File: src/rtl/adc_req_scheduler.sv
// rtl/adc_req_scheduler.sv - round-robin scheduler for a shared SPI ADC engine with a one-frame result pipeline
// Optional stuck-frame abort is enabled by defining ADC_SCHED_TIMEOUT_EN.
module adc_req_scheduler #(
    parameter int NREQ        = 4,
    parameter int CH_W        = 3,
    parameter int DATA_W      = 8,
    parameter int TIMEOUT_CYC = 400000
) (
    input  logic                 clk,
    input  logic                 rst,
    input  logic [NREQ-1:0]      req_valid,
    input  logic [NREQ*CH_W-1:0] req_chan,
    output logic [NREQ-1:0]      req_ready,
    output logic [NREQ-1:0]      rsp_valid,
    output logic [DATA_W-1:0]    rsp_data,
    output logic [CH_W-1:0]      rsp_chan,
    output logic                 eng_start,
    output logic [CH_W-1:0]      eng_addr,
    input  logic                 eng_busy,
    input  logic                 eng_done,
    input  logic [DATA_W-1:0]    eng_rdata,
    output logic                 err_timeout
);
    localparam int OW = (NREQ > 1) ? $clog2(NREQ) : 1;
    localparam logic [1:0] S_IDLE  = 2'd0;
    localparam logic [1:0] S_ISSUE = 2'd1;
    localparam logic [1:0] S_WAIT  = 2'd2;

    logic [1:0]        state;
    logic [OW-1:0]     rr_ptr;
    logic              inf_valid, nxt_valid;
    logic [OW-1:0]     inf_owner, nxt_owner;
    logic [CH_W-1:0]   inf_chan, nxt_chan;

    logic [NREQ-1:0]   owned, eligible;
    logic [2*NREQ-1:0] rotated;
    logic              found;
    logic [OW:0]       win_sum;
    logic [OW-1:0]     win, win_next;
    logic [CH_W-1:0]   win_chan;

    // A requester whose result is still in the pipeline must not be granted again.
    always_comb begin
        owned = '0;
        if (inf_valid) owned[inf_owner] = 1'b1;
        if (nxt_valid) owned[nxt_owner] = 1'b1;
    end

    assign eligible = req_valid & ~owned;
    assign rotated  = {eligible, eligible} >> rr_ptr;

    always_comb begin
        found   = 1'b0;
        win_sum = '0;
        for (int k = NREQ - 1; k >= 0; k--) begin
            if (rotated[k]) begin
                found   = 1'b1;
                win_sum = {1'b0, rr_ptr} + (OW+1)'(k);
            end
        end
        win      = (win_sum >= (OW+1)'(NREQ)) ? OW'(win_sum - (OW+1)'(NREQ)) : win_sum[OW-1:0];
        win_next = (win == OW'(NREQ - 1)) ? '0 : win + OW'(1);
    end

    always_comb begin
        win_chan = '0;
        for (int i = 0; i < NREQ; i++) begin
            if (win == OW'(i)) win_chan = req_chan[i*CH_W +: CH_W];
        end
    end

`ifdef ADC_SCHED_TIMEOUT_EN
    localparam int TW = $clog2(TIMEOUT_CYC + 1);
    logic [TW-1:0] wait_cnt;
    logic          timed_out;
    assign timed_out = (wait_cnt == TW'(TIMEOUT_CYC - 1));
`else
    logic unused_timeout_cfg;
    assign unused_timeout_cfg = (TIMEOUT_CYC > 0);
    assign err_timeout        = 1'b0;
`endif

    always_ff @(posedge clk or posedge rst) begin
        if (rst) begin
            state     <= S_IDLE;
            rr_ptr    <= '0;
            inf_valid <= 1'b0;
            inf_owner <= '0;
            inf_chan  <= '0;
            nxt_valid <= 1'b0;
            nxt_owner <= '0;
            nxt_chan  <= '0;
            req_ready <= '0;
            rsp_valid <= '0;
            rsp_data  <= '0;
            rsp_chan  <= '0;
            eng_start <= 1'b0;
            eng_addr  <= '0;
`ifdef ADC_SCHED_TIMEOUT_EN
            wait_cnt    <= '0;
            err_timeout <= 1'b0;
`endif
        end else begin
            req_ready <= '0;
            rsp_valid <= '0;
            eng_start <= 1'b0;
`ifdef ADC_SCHED_TIMEOUT_EN
            err_timeout <= 1'b0;
`endif
            case (state)
                S_IDLE: begin
                    if (|req_valid || inf_valid) state <= S_ISSUE;
                end
                S_ISSUE: begin
`ifdef ADC_SCHED_TIMEOUT_EN
                    wait_cnt <= '0;
`endif
                    if (!eng_busy) begin
                        if (found) begin
                            req_ready <= {{(NREQ-1){1'b0}}, 1'b1} << win;
                            eng_start <= 1'b1;
                            eng_addr  <= win_chan;
                            nxt_valid <= 1'b1;
                            nxt_owner <= win;
                            nxt_chan  <= win_chan;
                            rr_ptr    <= win_next;
                            state     <= S_WAIT;
                        end else if (inf_valid) begin
                            // Flush: re-run the pending address just to clock out its result.
                            eng_start <= 1'b1;
                            eng_addr  <= inf_chan;
                            nxt_valid <= 1'b0;
                            state     <= S_WAIT;
                        end else begin
                            state <= S_IDLE;
                        end
                    end
                end
                S_WAIT: begin
                    if (eng_done) begin
                        if (inf_valid) begin
                            rsp_valid <= {{(NREQ-1){1'b0}}, 1'b1} << inf_owner;
                            rsp_data  <= eng_rdata;
                            rsp_chan  <= inf_chan;
                        end
                        inf_valid <= nxt_valid;
                        inf_owner <= nxt_owner;
                        inf_chan  <= nxt_chan;
                        state     <= S_IDLE;
                    end
`ifdef ADC_SCHED_TIMEOUT_EN
                    else if (timed_out) begin
                        err_timeout <= 1'b1;
                        inf_valid   <= 1'b0;
                        nxt_valid   <= 1'b0;
                        state       <= S_IDLE;
                    end else begin
                        wait_cnt <= wait_cnt + TW'(1);
                    end
`endif
                end
                default: state <= S_IDLE;
            endcase
        end
    end
endmodule

File: config.mk
export PLATFORM = sky130hd
export DESIGN_NAME = adc_req_scheduler
export DESIGN_NICKNAME = d
export VERILOG_FILES = /design/src/rtl/adc_req_scheduler.sv
export SDC_FILE = /design/constraint.sdc
export NUM_CORES = 1
export LEC_CHECK = 0
export CAP_MARGIN = 25
export CORE_ASPECT_RATIO = 1.1
export CORE_MARGIN = 1.5
export CORE_UTILIZATION = 47
export CTS_CLUSTER_DIAMETER = 40
export DETAILED_ROUTE_END_ITERATION = 16
export GPL_TIMING_DRIVEN = 1
export PLACE_DENSITY = 0.79
export SLEW_MARGIN = 0
export SYNTH_ARGS = -nofsm -noshare
export SYNTH_HDL_FRONTEND = slang
export SYNTH_SLANG_ARGS = --single-unit
File: constraint.sdc
create_clock -name clk -period 3.5 [get_ports clk]
set_clock_uncertainty 0.2 [all_clocks]
set_input_delay 0.7 -clock clk [delete_from_list [all_inputs] [get_ports clk]]
set_output_delay 0.7 -clock clk [all_outputs]
set_load 0.005 [all_outputs]
# After elaboration in Yosys (flattened, before gate mapping)

Index checks and enable logic that the tools add are counted.

Register bits after elaboration: 39
Bits in latches: 0
Bits in writable memories: 0
ROM bits: 0
Bits of input ports: 28
Output and inout bits: 24
Word-level logic and storage cells: 91
Memories: 0

Add/sub/neg operators: 5
Multipliers: 0
Div/mod/pow operators: 0
Magnitude comparators: 5
Equality and inequality tests: 8
Shift-type cells: 3
Multiplexer cells: 40
Bitwise gates (word level): 4
Reductions and logical operators: 12

Operators by type and width:

| operator              | count |
|---|---|
| $mux W4               | 8 |
| $mux W3               | 10 |
| $mux W2               | 7 |
| $mux W1               | 12 |
| $reduce_and A3 Y1     | 4 |
| $shl A1 B2 Y4 const A | 2 |
| $shr A8 B2 Y4         | 1 |
| $add A2 B2 Y3 const B | 2 |
| $eq A2 B2 Y1 const B  | 3 |
| $lt A2 B3 Y1 const B  | 2 |
| $ne A2 B2 Y1 const B  | 3 |
| $pmux W2 S3           | 1 |
| $and A4 B4 Y4         | 1 |
| $demux W1 S2          | 2 |
| $eq A2 B1 Y1 const B  | 2 |
| $ge A2 B1 Y1 const B  | 2 |
| $logic_not A2 Y1      | 2 |
| $not A4 Y4            | 1 |
| $or A4 B4 Y4          | 1 |
| $reduce_or A4 Y1      | 1 |
| $add A2 B1 Y3 const B | 1 |
| $ge A3 B3 Y1 const B  | 1 |
| $add A2 B1 Y2 const B | 1 |
| $logic_and A1 B1 Y1   | 2 |
| 5 further kinds       | 5 |

# Longest topological paths before layout

Gate-level depths: netlist of the first run.

Word-level depth: 22
Mapped depth: 12
Depth with buffers taken out: 11

# Worst setup path before layout of the first run

Ideal clock, no wire load.

Kind: register -> register
Start point: register inf_owner[1]
End point: register eng_addr[0]
Library setup time: 0.121 ns
Arrival: 2.318 ns
Data required time: 3.179 ns
Slack: 0.860 ns
Cell stages (with the launch flop): 13
Period minus slack after synthesis: 2.640 ns
Cells stage by stage: dfrtp_1 > clkbuf_2 > or3b_4 > nand4_1 > o211ai_1 > a21oi_1 > inv_1 > ha_1 > a21oi_1 > o21ai_0 > a22oi_1 > mux2i_1 > o22a_1

Word-level cells in the longest chain between the ends: 22
Elaborated cells on any way between the ends: 33

Ends and longest elaborated chain:

| element                                                            | RTL line | source |
|---|---|---|
| start: declaration                                                 | 32       | `logic [OW-1:0] inf_owner, nxt_owner;` |
| start signal: assignment                                           | 147      | `inf_owner <= nxt_owner;` |
| $lt A2 B3 Y1 (implied by the code) or $ge A2 B1 Y1 (tied branches) | 45       | `if (inf_valid) owned[inf_owner] = 1'b1;` |
| $logic_and A1 B1 Y1 (implied by the code)                          | 45       |  |
| $mux W1 (implied by the code)                                      | 45       |  |
| $demux W1 S2 *                                                     | 45       |  |
| $mux W4 *                                                          | 45       |  |
| $or A4 B4 Y4 (no line)                                             | -        |  |
| $mux W4 *                                                          | 46       | `if (nxt_valid) owned[nxt_owner] = 1'b1;` |
| $not A4 Y4 *                                                       | 49       | `assign eligible = req_valid & ~owned;` |
| [5 not listed]                                                     | -        |  |
| $mux W3 *                                                          | 56       | `if (rotated[k]) begin` |
| $ge A3 B3 Y1 or $sub A2 B1 Y2 (tied branches)                      | 61       | `win = (win_sum >= (OW+1)'(NREQ)) ? OW'(win_sum - (OW+1)'(NREQ)) : win_sum[OW-1:0];` |
| $mux W2 *                                                          | 61       |  |
| net win[0]                                                         | 39       | `logic [OW-1:0] win, win_next;` |
| $logic_not A2 Y1                                                   | 68       | `if (win == OW'(i)) win_chan = req_chan[i*CH_W +: CH_W];` |
| $mux W3 (3 in series)                                              | 68       |  |
| $mux W3 *                                                          | 68       |  |
| $mux W3 *                                                          | 119      | `if (found) begin` |
| end signal: assignment                                             | 122      | `eng_addr <= win_chan;` |
| end signal: assignment                                             | 131      | `eng_addr <= inf_chan;` |
| end: declaration                                                   | 18       | `output logic [CH_W-1:0] eng_addr,` |

Mark *: on every way through the listed nets, which the timed path passes. The rest lies on a longest branch.
A chain may end at the register's enable or synchronous reset.

# Final worst setup path of the first run

Start point: input port req_valid[3]
End point: register eng_addr[2]

Word-level cells in the longest chain between the ends: 14
Elaborated cells on any way between the ends: 24

Ends and longest elaborated chain:

| element                                       | RTL line | source |
|---|---|---|
| start: declaration                            | 11       | `input logic [NREQ-1:0] req_valid,` |
| $and A4 B4 Y4 *                               | 49       |  |
| $shr A8 B2 Y4 *                               | 50       | `assign rotated = {eligible, eligible} >> rr_ptr;` |
| $mux W3 (3 in series)                         | 56       |  |
| $mux W3 *                                     | 56       |  |
| $ge A3 B3 Y1 or $sub A2 B1 Y2 (tied branches) | 61       |  |
| $mux W2 *                                     | 61       |  |
| net win[0]                                    | 39       |  |
| $logic_not A2 Y1                              | 68       |  |
| $mux W3 (3 in series)                         | 68       |  |
| $mux W3 *                                     | 68       |  |
| $mux W3 *                                     | 119      |  |

Marks and branches as above.

==> results of run 1 <==
==> power groups by stage <==
| stage | sequential (mW) | clock [mW] | combinational [mW] |
|---|---|---|---|
| finish | 0.794 | 0.299 | 0.996 |
| CTS | 0.792 | 0.305 | 0.997 |
| detailed placement | 0.801 | 0 | 0.985 |
| floorplan | 0.757 | 0 | 0.648 |
| global placement | 0.782 | 0 | 0.945 |
| global route | 0.824 | 0.321 | 1.09 |
==> registers in the layout, summed over array words and instances (netlist names), 2 cells and up <==
signal     count
nxt_owner      2
inf_chan       3
eng_addr       3
rsp_data       8
state          2
rr_ptr         2
rsp_chan       3
inf_owner      2
req_ready      4
rsp_valid      4
nxt_chan       3
==> cells by family after synthesis <==
logic type,after synthesis,synth area share (%)
compound gates,28,9.47
fa+ha+maj,4,2.67
buf+inv,19,4.60
flops,39,52.0
mux,21,12.7
other cells,1,0.200
simple gates,58,18.3
==> worst register-to-register path, stage by stage, from the launching register on <==
cell	delay [ps]
dfrtp_1	470
or3b_4	460
nand4_1	110
o211ai_1	100
a21oi_1	320
inv_1	130
ha_1	300
a21oi_1	130
o21ai_0	100
a22oi_1	220
mux2i_1	120
o22a_1	180
==> cell usage in the layout (no fill, tap or decap), types with 4 or more instances in the layout <==
cell type and instances:
clkdlybuf4s50_1 50, a21oi_1 8, dfrtp_1 39, nand2_1 15
nand3b_1 6, nand3_1 6, ha_1 4, clkbuf_8 5
mux2_2 11, nor3b_1 4, o21ai_0 10, inv_1 14
nand4_1 5, nor2_1 5, mux2i_1 7, and3_1 5
==> cell type report <==
type	count	area [sq um]
inverter	14	52.6
timing repair buffer	52	515
clock buffer	5	68.8
multi-input combinational	112	813
sequential	39	976
tap	50	62.6
clock inverter	3	20.0
fill	274	1230
==> per-layer routing <==
metal  GRT usage [%]  vias to the layer above
met2            37.7                       59
met5               0                        -
met4            10.9                        0
met1            22.8                      711
met3            3.73                        9
li1                -                      702
==> metrics by stage <==
stage / cell area (sq um) / setup slack, ps / instances
floorplan: 1880 / 860 / 170
global placement: 2420 / 235 / 267
detailed placement: 2420 / 160 / 267
CTS: 2510 / 478 / 275
global route: 2510 / 239 / 275
finish: 2510 / 435 / 275
==> worst paths after layout <==
kind / end / slack, ps / depth (start not counted)
setup / recovery: eng_addr[2] / 430 / 11
hold / removal: rsp_chan[1] / 310 / 1
setup reg to reg: eng_addr[2] / 560 / 11
hold reg to reg: rsp_chan[1] / 310 / 1
max in group asynchronous: inf_chan[1] / 1750 / 3
min in group asynchronous: rsp_chan[2] / 700 / 2
==> run metrics, run 1 <==
crit path capture type=flip-flop; most area-consuming cells after synthesis=dfrtp_1, mux2_2, mux2i_1; Commonest cells post-synth=dfrtp_1, nand2_1, inv_1, mux2_2, o21ai_0; RSZ-0062 raised after global routing=false; worst hold path class=flip-flop to flip-flop; Ys Warns=0; vias in the first global route=1,571; largest area contributor in the synthesized netlist=dfrtp_1; Final Cycle Share=87.6%; Hold Path Origin=rsp_chan[1]; CP Cell Sequence=clkdlybuf4s50_1 -> and3_1 -> o21ai_0 -> a21oi_1 -> inv_1 -> ha_1 -> a21oi_1 -> o21ai_0 -> a22oi_1 -> mux2i_1 -> o22a_1; critical path launch point type=input port; Mapped Cells=170; count leader, synth=dfrtp_1; Buffers on Ports=50; Initial Util=between 50% and 60%; die height=69.3 microns; routed wire length=about 4.2 mm; Syn Area/Cell=around 11 sq um; first-pass GRT wire length=7.09 mm; GRT Resource Usage Total=20.7%; Synth top area share=52.0%; Final setup viols=0; Mapped Area=1880 sq um; layout cells sized above 1=13.8%; hold slack=310 ps; Worst-path clk slew=about 80 ps; clock share of power=around 14%; GP Congestion=0.784; ys flop type=dfrtp_1; met2 wire len=2.13 mm; Synth Register Bits=39; Worst Max-Slew Pin Slew=880 ps; MaxCap Viol Count=0; wl on met1=1.73 mm; outcome=finished clean; sequential fraction of the synthesis area=52.0%; number of enable flip-flop cells after synthesis=0; fmax=326 MHz; uppermost layer routed=met4; Post-CTS Setup Bufs=0; final net count=256; VDD IR max=about 0.00047 V; min cycle time layout=3070 ps; Remaining DRCs=0; CTS tree=built; die width=around 63 microns; pwr dens=833 nW/um^2; final setup TNS=0 ps; reg2reg start=inf_owner[1]; Area growth syn-to-layout=33.8%; Critical Path Source=req_valid[3]; Max clock buf depth=2; Worst Path Required=3490 ps; Worst path slowest cell=clkdlybuf4s50_1; family with the most delay on the worst path=compound AO/OA/AOI/OAI gates; Post-CTS Hold Buffers=0; largest net degree at the start of global routing=25; CTS Sinks=39; grt total ovfl=0; Post-CTS Resized=0; drt via density=5.39; n_diodes=0; Routed Antenna Nets=0; H-tree Lvls=2; WL/cell=15.1 microns; Pint=1.31 mW; HPWL Detailed=between 3 and 4 mm; switch share=a little under two fifths; P_sw=just under 0.8 mW; Comb power frac=47.7%; asr flop ratio synth=100%; Pleak=roughly 1.2 nW; Synth Net Count=between 200 and 250; worst skew pair latency=just under 300 ps; CP Data Arrival Time=between 3000 and 4000 ps; Crit Path Max Fanout=7; CTS buffer count=5; die area=4380 sq um; Slew Viols, Final=0; Pwr Total=roughly 2.1 mW; Crit path largest cell delay=about 520 ps; relative slew slack=41.3%; Netlist cell types=37; WS Path Type=input port to flip-flop; CP bufs+invs=2; initial antenna violation count=0; Util after Layout=between 60% and 70%; core box area=3740 sq um; met3 wire length=201 microns; DRT iter0 DRCs=60; endpoints failing hold=0; DR pass1 iterations=4; number of core rows=23; CTS root buffer=clkbuf_8; IO Pins=52; part of the power in registers=38.0%; via count=1,481
Power figures use the tool's default switching activity.
==> run 2: changes to the inputs <==
--- a/config.mk
+++ b/config.mk
@@ -11,7 +11,7 @@
 export CORE_UTILIZATION = 47
 export CTS_CLUSTER_DIAMETER = 40
 export DETAILED_ROUTE_END_ITERATION = 16
-export GPL_TIMING_DRIVEN = 1
+export GPL_TIMING_DRIVEN = 0
 export PLACE_DENSITY = 0.79
 export SLEW_MARGIN = 0
 export SYNTH_ARGS = -nofsm -noshare
==> run 2 against run 1 <==
Against the previous run: via count fell by 3.0%; register-to-register slack got worse by 170 ps; critical path depth did not move; wire length fell by 12%; hold slack got worse by 2.5 ps; critical endpoint is now eng_addr[0]; largest power group unchanged; highest routed layer unchanged.
==> run metrics, run 2 (synthesis gave the netlist of run 1 again) <==
outcome=finished clean (unchanged); GP Congestion=0.808 (was 0.784); CTS tree=built (unchanged); layout cells sized above 1=15.4% (was 13.8%); clock share of power=14.3% (about the same); DR pass1 iterations=4 (unchanged); HPWL Detailed=2.69 mm (was 3.13 mm); pwr dens=822 nW/um^2 (was 833 nW/um^2); final setup TNS=0 ps (unchanged); vias in the first global route=1,423 (was 1,571); grt total ovfl=0 (unchanged); WS Path Type=input port to flip-flop (unchanged); MaxCap Viol Count=0 (unchanged); Worst Path Required=3490 ps (about the same); Comb power frac=48.8% (was 47.7%); Buffers on Ports=50 (unchanged); final net count=259 (was 256); part of the power in registers=36.9% (was 38.0%); Post-CTS Setup Bufs=0 (unchanged); Routed Antenna Nets=0 (unchanged); CP Data Arrival Time=3210 ps (was 3050 ps); Final Cycle Share=92.1% (was 87.6%); Slew Viols, Final=0 (unchanged); Post-CTS Hold Buffers=0 (unchanged); die area=4380 sq um (unchanged); Max clock buf depth=2 (unchanged); DRT iter0 DRCs=18 (was 60); endpoints failing hold=0 (unchanged); switch share=36.2% (was 37.1%); Worst-path clk slew=80 ps (about the same); CTS root buffer=clkbuf_8 (unchanged); biggest regs=rsp_data x8, req_ready x4, rsp_valid x4 (unchanged); Top reg by flops=rsp_data (unchanged); CTS Sinks=39 (unchanged); H-tree Lvls=2 (unchanged); hold endpoint=rsp_data[3] (was rsp_chan[1]); RSZ-0062 raised after global routing=false (unchanged); die height=69.3 microns (unchanged); Initial Util=50.1% (unchanged); Hold Path Origin=rsp_data[3] (was rsp_chan[1]); commonest non-fill, non-tap cell in the layout=clkdlybuf4s50_1 (unchanged); VDD IR max=0.000437 V (was 0.000466 V); die width=63.2 microns (unchanged); Crit Path Max Fanout=7 (unchanged); R2R Path End=eng_addr[0] (was eng_addr[2]); fmax=310 MHz (was 326 MHz); Pwr Total=2.08 mW (was 2.09 mW); worst skew pair latency=290 ps (about the same); P_sw=0.752 mW (was 0.774 mW); fin cells=278 (was 275); min cycle time layout=3220 ps (was 3070 ps); commonest non-fill, non-tap cells in the layout=clkdlybuf4s50_1, dfrtp_1, nand2_1, inv_1, mux2_2 (unchanged); Final setup viols=0 (unchanged); Area growth syn-to-layout=34.8% (was 33.8%); relative slew slack=48.3% (was 41.3%); Pint=1.33 mW (was 1.31 mW); via count=1,437 (was 1,481); Hold Path Cell Cnt=1 (unchanged); largest net degree at the start of global routing=40 (was 25); worst r2r path cells=12 (was 11); routed wire length=3.67 mm (was 4.16 mm); worst hold path class=flip-flop to flip-flop (unchanged); CTS buffer count=5 (unchanged); WL/cell=13.2 microns (was 15.1 microns); Reg2Reg Setup Slack=390 ps (was 560 ps); crit path capture type=flip-flop (unchanged); number of core rows=23 (unchanged); Remaining DRCs=0 (unchanged); Worst Max-Slew Pin Slew=774 ps (was 880 ps); Post-CTS Resized=0 (unchanged); IO Pins=52 (unchanged); core box area=3740 sq um (unchanged); max reg flops=8 (unchanged); initial antenna violation count=0 (unchanged); GRT Resource Usage Total=18.2% (was 20.7%); drt via density=5.17 (was 5.39); critical path launch point type=input port (unchanged); first-pass GRT wire length=6.35 mm (was 7.09 mm); Pleak=1.16 nW (was 1.15 nW); reg2reg start=inf_owner[1] (unchanged); n_diodes=0 (unchanged); dpl cells=270 (was 267)
-- run 2: cell count changes in the layout (fill, tap and decap cells not counted) --
cell	previous run	this run
buf_6	0	1
buf_4	2	1
inv_1	14	13
buf_2	0	1
clkbuf_2	0	2
inv_2	0	1
-- run 2: critical path, stage by stage --
cell and delay, ps:
clkdlybuf4s50_1 520, and3_1 210, o21ai_0 100, a21oi_1 430, inv_1 140, ha_1 320, a21oi_1 140, o21ai_0 100
a22oi_1 240, mux2i_1 120, o22a_1 180
-- run 2: per-stage QoR --
stage          hold slack, ps  utilization [%]  area [sq um]  setup WS, ps
4_1_cts                   309             67.6          2530           336
3_5_place_dp              292             65.2          2440          2.06
2_1_floorplan             261                -          1880           860
3_3_place_gp              286             65.2          2440           140
6_report                  307             67.6          2530           278
5_1_grt                   330             67.6          2530           118
-- run 2: per-layer routing --
metal | global-route usage (%) | wire [microns] | vias to the layer above
met4 | 5.07 | 29 | 0
met5 | 0 | 0 | -
met3 | 6.01 | 243 | 4
li1 | - | - | 707
met2 | 30.9 | 1720 | 52
met1 | 22.3 | 1680 | 674
-- run 2: how the worst max path moves through the flow --
| stage | from | end | slack (ps) | depth (start not counted) |
|---|---|---|---|---|
| 3_3_place_gp | req_valid[3] | eng_addr[0] | 140 | 11 |
| 5_1_grt | req_valid[3] | eng_addr[2] | 120 | 11 |
| 6_report | req_valid[3] | eng_addr[0] | 280 | 11 |
| 2_1_floorplan | inf_owner[1] | eng_addr[0] | 860 | 12 |
| 3_5_place_dp | req_valid[3] | eng_addr[0] | 2 | 11 |
| 4_1_cts | req_valid[3] | eng_addr[0] | 340 | 11 |
-- run 2: layout make-up --
class,count,area (sq um)
Fill cell,291,1210
Sequential cell,39,976
Multi-Input combinational cell,112,813
Timing Repair Buffer,50,500
Clock buffer,5,68.8
Tap cell,50,62.6
Inverter,14,52.6
Buffer,5,33.8
Clock inverter,3,20.0
-- run 2: power groups by stage --
stage / Sequential, mW / Clock, mW / Combinational (mW)
2_1_floorplan: 0.757 / 0 / 0.648
3_3_place_gp: 0.767 / 0 / 0.992
3_5_place_dp: 0.776 / 0 / 1.01
4_1_cts: 0.767 / 0.310 / 1.02
5_1_grt: 0.796 / 0.325 / 1.12
6_report: 0.766 / 0.297 / 1.01
==> variant: new RTL, settings of run 1 <==
The option `ADC_SCHED_TIMEOUT_EN` is turned on by a define.
--- a/src/rtl/adc_req_scheduler.sv
+++ b/src/rtl/adc_req_scheduler.sv
@@ -1,5 +1,7 @@
 // rtl/adc_req_scheduler.sv - round-robin scheduler for a shared SPI ADC engine with a one-frame result pipeline
 // Optional stuck-frame abort is enabled by defining ADC_SCHED_TIMEOUT_EN.
+`define ADC_SCHED_TIMEOUT_EN
+
 module adc_req_scheduler #(
     parameter int NREQ        = 4,
     parameter int CH_W        = 3,
Check against the original RTL: same outputs for any inputs over 10 cycles, from zero or initial values and one cycle with rst high; that may be too few to reach the edited logic, so the function may still have changed.
==> variant against run 1 <==
Area after synthesis grew 62%; die area is 59% higher; worst hold slack lost 3.2 ps; power rose by 41%; cell area up 54%; sequential power up 30%; wire length up 58%; sequential cell count up 20; worst setup slack lost 76 ps; fmax fell by 2.4%.
==> variant: results (changes against run 1) <==
| Metric | Value |
|---|---|
| Crit path setup slack, layout | `358.4 ps (-76.43 ps)` |
| Result of the run | `complete, no violations` |
| Met1 usage | `27.10% (+4.3 points)` |
| Fraction of the yosys area taken by sequential cells | `48.58% (-3.5 points)` |
| Beginning of the worst hold path | `rsp_data[6]` |
| Number of port buffers | `51 (+2.0%)` |
| Ranking of synthesized cells by area | `dfrtp_1, mux2_2, nor2_1` |
| Half-perimeter wire length after placement | `4.746 mm (+52%)` |
| Cell variety after synth | `55 (+49%)` |
| Drt wl/cell | `15.27 um (+0.94%)` |
| Largest vdd supply drop | `0.4528 mV (-2.9%)` |
| Number of clock buffers inserted by TritonCTS | `9 (+4)` |
| Post-DR vias/cell | `5.705 (+5.9%)` |
| Met3 Use GR | `5.550% (+1.8 points)` |
| Cell area reported after detailed placement | `0.003635 mm^2 (+50%)` |
| Post-Synthesis Mean Instance Area | `10.44 um^2 (-5.3%)` |
| Total Routing Usage GR | `21.46% (+0.72 points)` |
| Worst R2R Setup Slack | `400 ps (-160 ps)` |
| Leakage component of the power | `1.707 nW (+48%)` |
| # nets final | `380 (+48%)` |
| First-pass GRT wire length | `11.26 mm (+59%)` |
| Placer congestion estimate | `0.8193 (+4.5%)` |
| Post-place setup slack | `56.98 ps (-102.9 ps)` |
| Drt first-iter violations | `156 (+160%)` |
| Via count of the first global-routing pass | `2361 (+50%)` |
| GR met2 Demand/Resource | `34.44% (-3.3 points)` |
| Worst path arrival time | `3170 ps (+120 ps)` |
| Later-pin clock latency in the skew report | `350 ps (+60 ps)` |
| Post-Synthesis Net Count | `324 (+60%)` |
## variant: cell count changes in the layout (fill, tap and decap cells not counted), sizes merged, moves of 6 or more
cell   change
dfrtp     +20
nor2      +20
o21ai      +9
nand2      +7
nand3      +7
xor2       +7
mux2       +6
## variant: cell type report
type / instances / area, um^2
clock buffer: 10 / 127.6
timing repair buffer: 57 / 555.5
multi-input combinational: 207 / 1454
sequential: 59 / 1476
clock inverter: 5 / 102.6
inverter: 13 / 48.80
tap: 80 / 100.1
fill: 518 / 2328
## variant: how the worst max path moves through the flow
| stage | to | cells after the start |
|---|---|---|
| final | eng_addr[1] | 12 |
| after global routing | eng_addr[0] | 12 |
| after CTS | eng_addr[1] | 12 |
| after detailed placement | eng_addr[1] | 12 |
| after global placement | eng_addr[1] | 12 |
| after floorplan | eng_addr[1] | 11 |
## variant: worst max-delay path, stage by stage
cell             delay [ps]
clkdlybuf4s50_1         460
nor2b_1                 150
a32oi_1                 280
a211oi_4                110
o21ai_1                 230
inv_1                   140
ha_1                    290
a21oi_1                 160
o21ai_0                 100
o21ai_0                  80
o21ai_0                 150
a211o_1                 320
## variant: where the power goes
part           internal (W)  switching [W]  leakage [nW]
Sequential         0.000871       0.000164         0.778
Clock              0.000468       0.000267         0.112
Combinational      0.000578       0.000592         0.817
## variant: kinds of logic after synthesis
logic type	after synthesis	synth area share, %
xor gates and xnor gates	11	3.170
muxes	22	8.563
AOI/OAI and AO/OA	65	15.89
buffers and inverters	25	3.582
adders and majority gates	5	2.058
and+or+nand+nor	104	18.16
DFF	59	48.58
## variant: layer usage
metal  vias to the layer above  share of wire, %
li1                       1168                 -
met1                      1217                44
met2                        58                49
met3                        16               4.3
met4                         0               2.0
met5                         -                 0
## variant: metrics by stage
step | total power, W | hold slack (ps)
floorplan | 0.001793 | 265.2
global placement | 0.002170 | 286.3
detailed placement | 0.002208 | 292.9
CTS | 0.002950 | 309.4
global route | 0.003129 | 321.8
finish | 0.002940 | 306.4
